File: config.mk
export PLATFORM = sky130hd
export DESIGN_NAME = ccg_bist_wrapper
export DESIGN_NICKNAME = d
export VERILOG_FILES = /design/src/rtl/ccg_bist_wrapper.sv
export SDC_FILE = /design/constraint.sdc
export NUM_CORES = 1
export LEC_CHECK = 0
export ABC_AREA = 1
export BUFFER_PORTS_ARGS = -buffer_cell sky130_fd_sc_hd__buf_2
export CORE_MARGIN = 2
export CORE_UTILIZATION = 55
export CTS_BUF_LIST = sky130_fd_sc_hd__clkbuf_4 sky130_fd_sc_hd__clkbuf_8
export DETAILED_ROUTE_END_ITERATION = 10
export HOLD_SLACK_MARGIN = 0.12
export PLACE_DENSITY = 0.87
export SLEW_MARGIN = 15
export SYNTH_ARGS = -nofsm -noshare
export SYNTH_HDL_FRONTEND = slang
export SYNTH_SLANG_ARGS = --single-unit
export TNS_END_PERCENT = 5
File: constraint.sdc
create_clock -name clk -period 2 [get_ports clk]
set_input_delay 0.5 -clock clk [delete_from_list [all_inputs] [get_ports clk]]
set_output_delay 0.5 -clock clk [all_outputs]
set_load 0.02 [all_outputs]
File: src/rtl/ccg_bist_wrapper.sv
// Self-test harness for a generated combinational circuit: LFSR pattern source, MISR response
// compactor and golden-signature compare, sequenced by a small run/drain FSM.
module ccg_bist_wrapper #(
  parameter int unsigned           NUM_IN    = 21,
  parameter int unsigned           NUM_OUT   = 14,
  parameter logic [NUM_IN-1:0]     LFSR_POLY = 21'h140000,
  parameter logic [NUM_OUT-1:0]    MISR_POLY = 14'h3802,
  parameter int unsigned           DUT_LAT   = 0,
  parameter int unsigned           CNT_W     = 16
) (
  input  logic               clk,
  input  logic               rst_n,
  input  logic               start,
  input  logic               abort,
  input  logic [NUM_IN-1:0]  seed,
  input  logic [CNT_W-1:0]   num_patterns,
  input  logic [NUM_OUT-1:0] golden,
  output logic [NUM_IN-1:0]  pat_out,
  output logic               pat_valid,
  input  logic [NUM_OUT-1:0] resp_in,
  output logic               busy,
  output logic               done,
  output logic               pass,
  output logic [NUM_OUT-1:0] signature
);

  // One spare stage keeps the pipe legal when DUT_LAT is 0; it is never used then.
  localparam int unsigned PipeW = (DUT_LAT > 0) ? DUT_LAT : 1;

  typedef enum logic [1:0] {StIdle, StRun, StDrain, StDone} state_e;

  state_e             state_q, state_d;
  logic [NUM_IN-1:0]  lfsr_q, lfsr_d, lfsr_step;
  logic [CNT_W-1:0]   cnt_q, cnt_d;
  logic [NUM_OUT-1:0] golden_q, golden_d;
  logic [NUM_OUT-1:0] misr_q, misr_d, misr_upd;
  logic               pass_q, pass_d;
  logic [PipeW-1:0]   pipe_q, pipe_d;
  logic               resp_valid;

  assign pat_valid = (state_q == StRun);
  assign busy      = (state_q == StRun) || (state_q == StDrain);
  assign done      = (state_q == StDone);
  assign pass      = pass_q;
  assign pat_out   = lfsr_q;
  assign signature = misr_q;

  assign resp_valid = (DUT_LAT == 0) ? pat_valid : pipe_q[PipeW-1];
  assign lfsr_step  = (lfsr_q >> 1) ^ (lfsr_q[0] ? LFSR_POLY : '0);
  assign misr_upd   = resp_valid ? ((misr_q >> 1) ^ (misr_q[0] ? MISR_POLY : '0) ^ resp_in)
                                 : misr_q;

  always_comb begin
    state_d  = state_q;
    lfsr_d   = lfsr_q;
    cnt_d    = cnt_q;
    golden_d = golden_q;
    misr_d   = misr_upd;
    pass_d   = pass_q;
    pipe_d   = (DUT_LAT == 0) ? '0 : ((pipe_q << 1) | PipeW'(pat_valid));

    unique case (state_q)
      StIdle, StDone: begin
        if (start) begin
          lfsr_d   = (seed == '0) ? NUM_IN'(1) : seed;
          cnt_d    = num_patterns;
          golden_d = golden;
          misr_d   = '0;
          pipe_d   = '0;
          if (num_patterns == '0) begin
            state_d = StDone;
            pass_d  = (golden == '0);
          end else begin
            state_d = StRun;
            pass_d  = 1'b0;
          end
        end
      end
      StRun: begin
        if (abort) begin
          state_d = StIdle;
          misr_d  = misr_q;
          pipe_d  = '0;
          pass_d  = 1'b0;
        end else begin
          cnt_d = cnt_q - CNT_W'(1);
          if (cnt_q == CNT_W'(1)) begin
            // Last pattern: hold the LFSR so pat_out keeps this vector through DRAIN.
            if (DUT_LAT == 0) begin
              state_d = StDone;
              pass_d  = (misr_upd == golden_q);
            end else begin
              state_d = StDrain;
            end
          end else begin
            lfsr_d = lfsr_step;
          end
        end
      end
      StDrain: begin
        if (abort) begin
          state_d = StIdle;
          misr_d  = misr_q;
          pipe_d  = '0;
          pass_d  = 1'b0;
        end else if (pipe_d == '0) begin
          state_d = StDone;
          pass_d  = (misr_upd == golden_q);
        end
      end
      default: state_d = StIdle;
    endcase
  end

  always_ff @(posedge clk or negedge rst_n) begin
    if (!rst_n) begin
      state_q  <= StIdle;
      lfsr_q   <= '0;
      cnt_q    <= '0;
      golden_q <= '0;
      misr_q   <= '0;
      pass_q   <= 1'b0;
      pipe_q   <= '0;
    end else begin
      state_q  <= state_d;
      lfsr_q   <= lfsr_d;
      cnt_q    <= cnt_d;
      golden_q <= golden_d;
      misr_q   <= misr_d;
      pass_q   <= pass_d;
      pipe_q   <= pipe_d;
    end
  end

endmodule

==> results.tsv <==
stage	metric	value	unit
setup_path	cell breakdown of the critical path	inv_1 > ha_1 > inv_1 > nor3_2 > nand2_2 > nor2_2 > nand2_1 > nor2_1 > xor2_1 > o21ai_1 > o21ai_1	
setup_path	launching element type of the critical path	flip-flop	
sta	maximum clock rate	0.513	GHz
clock_network	Clk Tree Root Cell	clkbuf_8	
clock_network	clock input transition at the sequential cells of the worst setup and hold paths	80	ps
pwr	total chip power	9.51	mW
sta	number of slew-limit violations in the final report	0	
pwr	NetSw	4.74	mW
clock_network	maximum buffer depth of the clock tree	2	
setup_path	depth of the critical timing path with buffers and inverters included	11	
sta	hold violation total from the final report	0	
setup_path	critical path's largest stage delay	390	ps
setup_path	Critical-path top delay cell	dfrtp_1	
global_routing	initial antenna violation count	0	
floorplan	Chip Width	90.5	um
pwr	Sw Share	0.498	
global_routing	vias in the first global route	4084	
setup_path	r2r worst-path depth	11	
pwr	worst IR drop on VDD	0.897	mV
sta	Tcrit/Tclk final	0.974	
floorplan	die footprint	8190	sq um
finish	number of inserted filler cells in the final layout	610	
setup_path	CP required	2220	ps
detailed_routing	post-detailed-route via-to-cell ratio	5.42	
finish	fin area	5060	sq um
setup_path	startpoint of the worst setup timing path	cnt_q[1]	
sta	final worst path period need	1950	ps
synthesis	post-synthesis sequential element count	68	
sta	Sum Neg Setup Slack	0	ps
flow_run	maxcap violations	0	
floorplan	number of ports placed on the die boundary	108	
floorplan	initial core utilization	0.567	
floorplan	core area	7250	sq um
synthesis	total of warnings raised by yosys	0	
setup_path	startpoint of the worst register-to-register path	cnt_q[1]	
finish	Area Growth Syn to Fin	23.1	%
clock_network	CTS Hold Buffers Added	0	
detailed_routing	vias post-DR	4327	
detailed_routing	DR WL/cell	14.3	um
synthesis	syn_nets	656	
global_routing	GRT Residual Overflow	0	
synthesis	synth unique cells	35	
sta	Relative slew margins	0.620	
pwr	fraction of power consumed by sequential logic	0.276	
placement	PortBufs	107	
global_routing	global-route total usage across every layer	0.276	
placement	routability-driven placement congestion ratio	0.902	
setup_path	gate family responsible for the most delay along the worst path	simple AND/OR/NAND/NOR gates	
finish	layout cells sized above 1	0.246	
sta	Worst-Margin Slew	570	ps
worst_hold_path	path category of the worst min-delay check	input port to async pin	
sta	number of endpoints failing setup at the final stage	0	
setup_path	FF-to-FF End	cnt_q[14]	
pwr	total internal power	4.77	mW
finish	Final #Nets	767	
pwr	share of total power in the clock network	0.136	
synthesis	post-synthesis instance area	4110	sq um
setup_path	sum of buffers and inverters on the critical path	2	
detailed_routing	router iterations before antenna repair	5	
clock_network	cts bufs inserted	9	
pwr	pwr dens	1880	nW/um^2
finish	commonest non-fill, non-tap cell in the layout	nand2_1	
pwr	share of total power in combinational logic	0.589	
status	outcome	completed	
finish	most frequent cells in the layout	170 x nand2_1, 107 x buf_2, 68 x inv_1, 68 x dfrtp_1, 65 x nor2_1	
synthesis	sequential area share after synthesis	0.414	
sta	RSZ-0062 raised after global routing	yes	
detailed_routing	drt drc	0	
floorplan	number of rows in the core area	31	
setup_path	setup slack of the worst register-to-register path	50	ps
detailed_routing	First DRT Iteration DRCs	222	
clock_network	level count of the clock H-tree	3	
setup_path	capture point of the critical path	cnt_q[14]	
clock_network	clock sinks	68	
detailed_routing	Routed Antenna Nets	0	
setup_path	Setup Crit Path Kind	flip-flop to flip-flop	
setup_path	CP endpoint kind	flip-flop	
detailed_routing	wire length reported by the detailed router	11400	um
placement	total half-perimeter wirelength after legalization and detailed placement	8460	um
setup_path	data arrival time at the worst-slack endpoint	2170	ps
floorplan	Die H	90.5	um
synthesis	post-synthesis instance total	583	
pwr	standby leakage power	2.68	nW
clock_network	CTS tree	yes	
sta	Worst Clk Skew	8.33	ps
clock_network	Worst-Skew Late Latency	340	ps
synthesis	mean post-synth cell area	7.05	sq um
setup_path	maximum fanout along the worst path	3	
global_routing	largest net degree at the start of global routing	33	
placement	standard cell area after detailed placement	4790	sq um
finish	number of antenna diodes	0	
global_routing	first-pass GRT wire length	18400	um
-- power groups by stage --
| stage | clock network (mW) | registers [mW] | logic [mW] |
|---|---|---|---|
| after detailed placement | 0 | 2.62 | 5.40 |
| final | 1.29 | 2.62 | 5.60 |
| after CTS | 1.29 | 2.60 | 5.48 |
| after floorplan | 0 | 2.92 | 3.63 |
| after global routing | 1.37 | 2.71 | 6.20 |
| after global placement | 0 | 2.59 | 5.15 |
-- cell families (layout without fill, tap and decap cells) --
| logic type | count (synthesis) | count (layout) | synth area share |
|---|---|---|---|
| buf+inv | 95 | 211 | 0.0940 |
| compound gates | 116 | 116 | 0.166 |
| xor+xnor | 6 | 6 | 0.0128 |
| fa+ha+maj | 4 | 4 | 0.0122 |
| mux | 3 | 3 | 0.00821 |
| simple gates | 291 | 291 | 0.294 |
| flops | 68 | 68 | 0.414 |
-- routing by layer --
metal | up-vias | track usage | routed length (um)
met5 | - | 0 | 0
met4 | 0 | 0.104 | 260
met3 | 29 | 0.0509 | 785
met2 | 185 | 0.457 | 5640
met1 | 2003 | 0.360 | 4740
li1 | 2110 | - | -
-- worst register-to-register path, stage by stage (launching register included) --
cell,delay [ps]
dfrtp_1,390
inv_1,100
ha_1,170
inv_1,60
nor3_2,230
nand2_2,120
nor2_2,110
nand2_1,100
nor2_1,130
xor2_1,90
o21ai_1,200
o21ai_1,120
-- layout make-up --
cell class | instances | area (sq um) | share of cell area
flip-flops and latches | 68 | 1700 | 0.336
well taps | 99 | 124 | 0.0245
repair buffers | 122 | 681 | 0.134
multi-input cells | 420 | 2050 | 0.406
clock inverters | 6 | 87.6 | 0.0173
clock buffers | 10 | 138 | 0.0272
inverters | 73 | 277 | 0.0546
-- cell usage after synthesis --
library cell    n  area share
a32oi_1         1      0.0021
o211ai_1        3      0.0055
buf_2           8      0.0097
inv_1          68       0.062
buf_8           1      0.0036
a21o_1          1      0.0018
o22ai_1        16       0.024
clkbuf_1       10      0.0091
nor2_1         67       0.061
o21ai_0        39       0.047
dfrtp_1        68        0.41
nor3_1          6      0.0073
nand2_1       171        0.16
a31oi_1         3      0.0046
buf_6           1      0.0027
nand4_1         5      0.0076
o31ai_2         1      0.0030
nor2_2          2      0.0030
clkbuf_2        1      0.0012
xnor2_1         1      0.0021
xor2_1          5       0.011
buf_1           1     0.00091
o21ai_1         4      0.0049
a21oi_2        14       0.030
nand3b_1        6       0.011
a21oi_1        33       0.040
nor2_4          2      0.0055
a22oi_1         1      0.0018
mux2_2          3      0.0082
nand3_1        22       0.027
inv_2           5      0.0046
nor4_1          8       0.012
ha_1            4       0.012
or2_2           1      0.0015
nand2_2         1      0.0015
-- what timing repair did --
action,4_1_cts,5_1_grt
gates resized for setup,3,9
pin swaps,0,1
hold endpoints to repair,0,0
setup buffers,0,1
setup endpoints to repair,2,35
-- how the worst min path moves through the flow --
stage / start / end / slack [ps] / depth (start not counted)
3_5_place_dp: golden_q[11] / golden_q[11] / 500 / 2
4_1_cts: rst_n / cnt_q[5] / 160 / 1
2_1_floorplan: rst_n / cnt_q[0] / 200 / 0
6_report: rst_n / pass / 140 / 1
3_3_place_gp: golden_q[9] / golden_q[9] / 490 / 2
5_1_grt: rst_n / cnt_q[5] / 180 / 1
-- flip-flops by register name (all words and copies together), names as in the netlist --
signal and cells:
pass 1, cnt_q 16, golden_q 14, state_q 2, signature 14, pat_out 21
-- per-stage QoR --
step / setup slack, ps / utilization / hold slack, ps / cells
4_1_cts: 9.05 / 0.693 / 163 / 797
2_1_floorplan: 234 / - / 204 / 583
3_3_place_gp: 120 / 0.661 / 489 / 781
6_report: 51.7 / 0.698 / 144 / 798
5_1_grt: -87.2 / 0.698 / 183 / 798
3_5_place_dp: -76.3 / 0.661 / 500 / 781
Note: power is estimated with default switching activity, not from simulation.
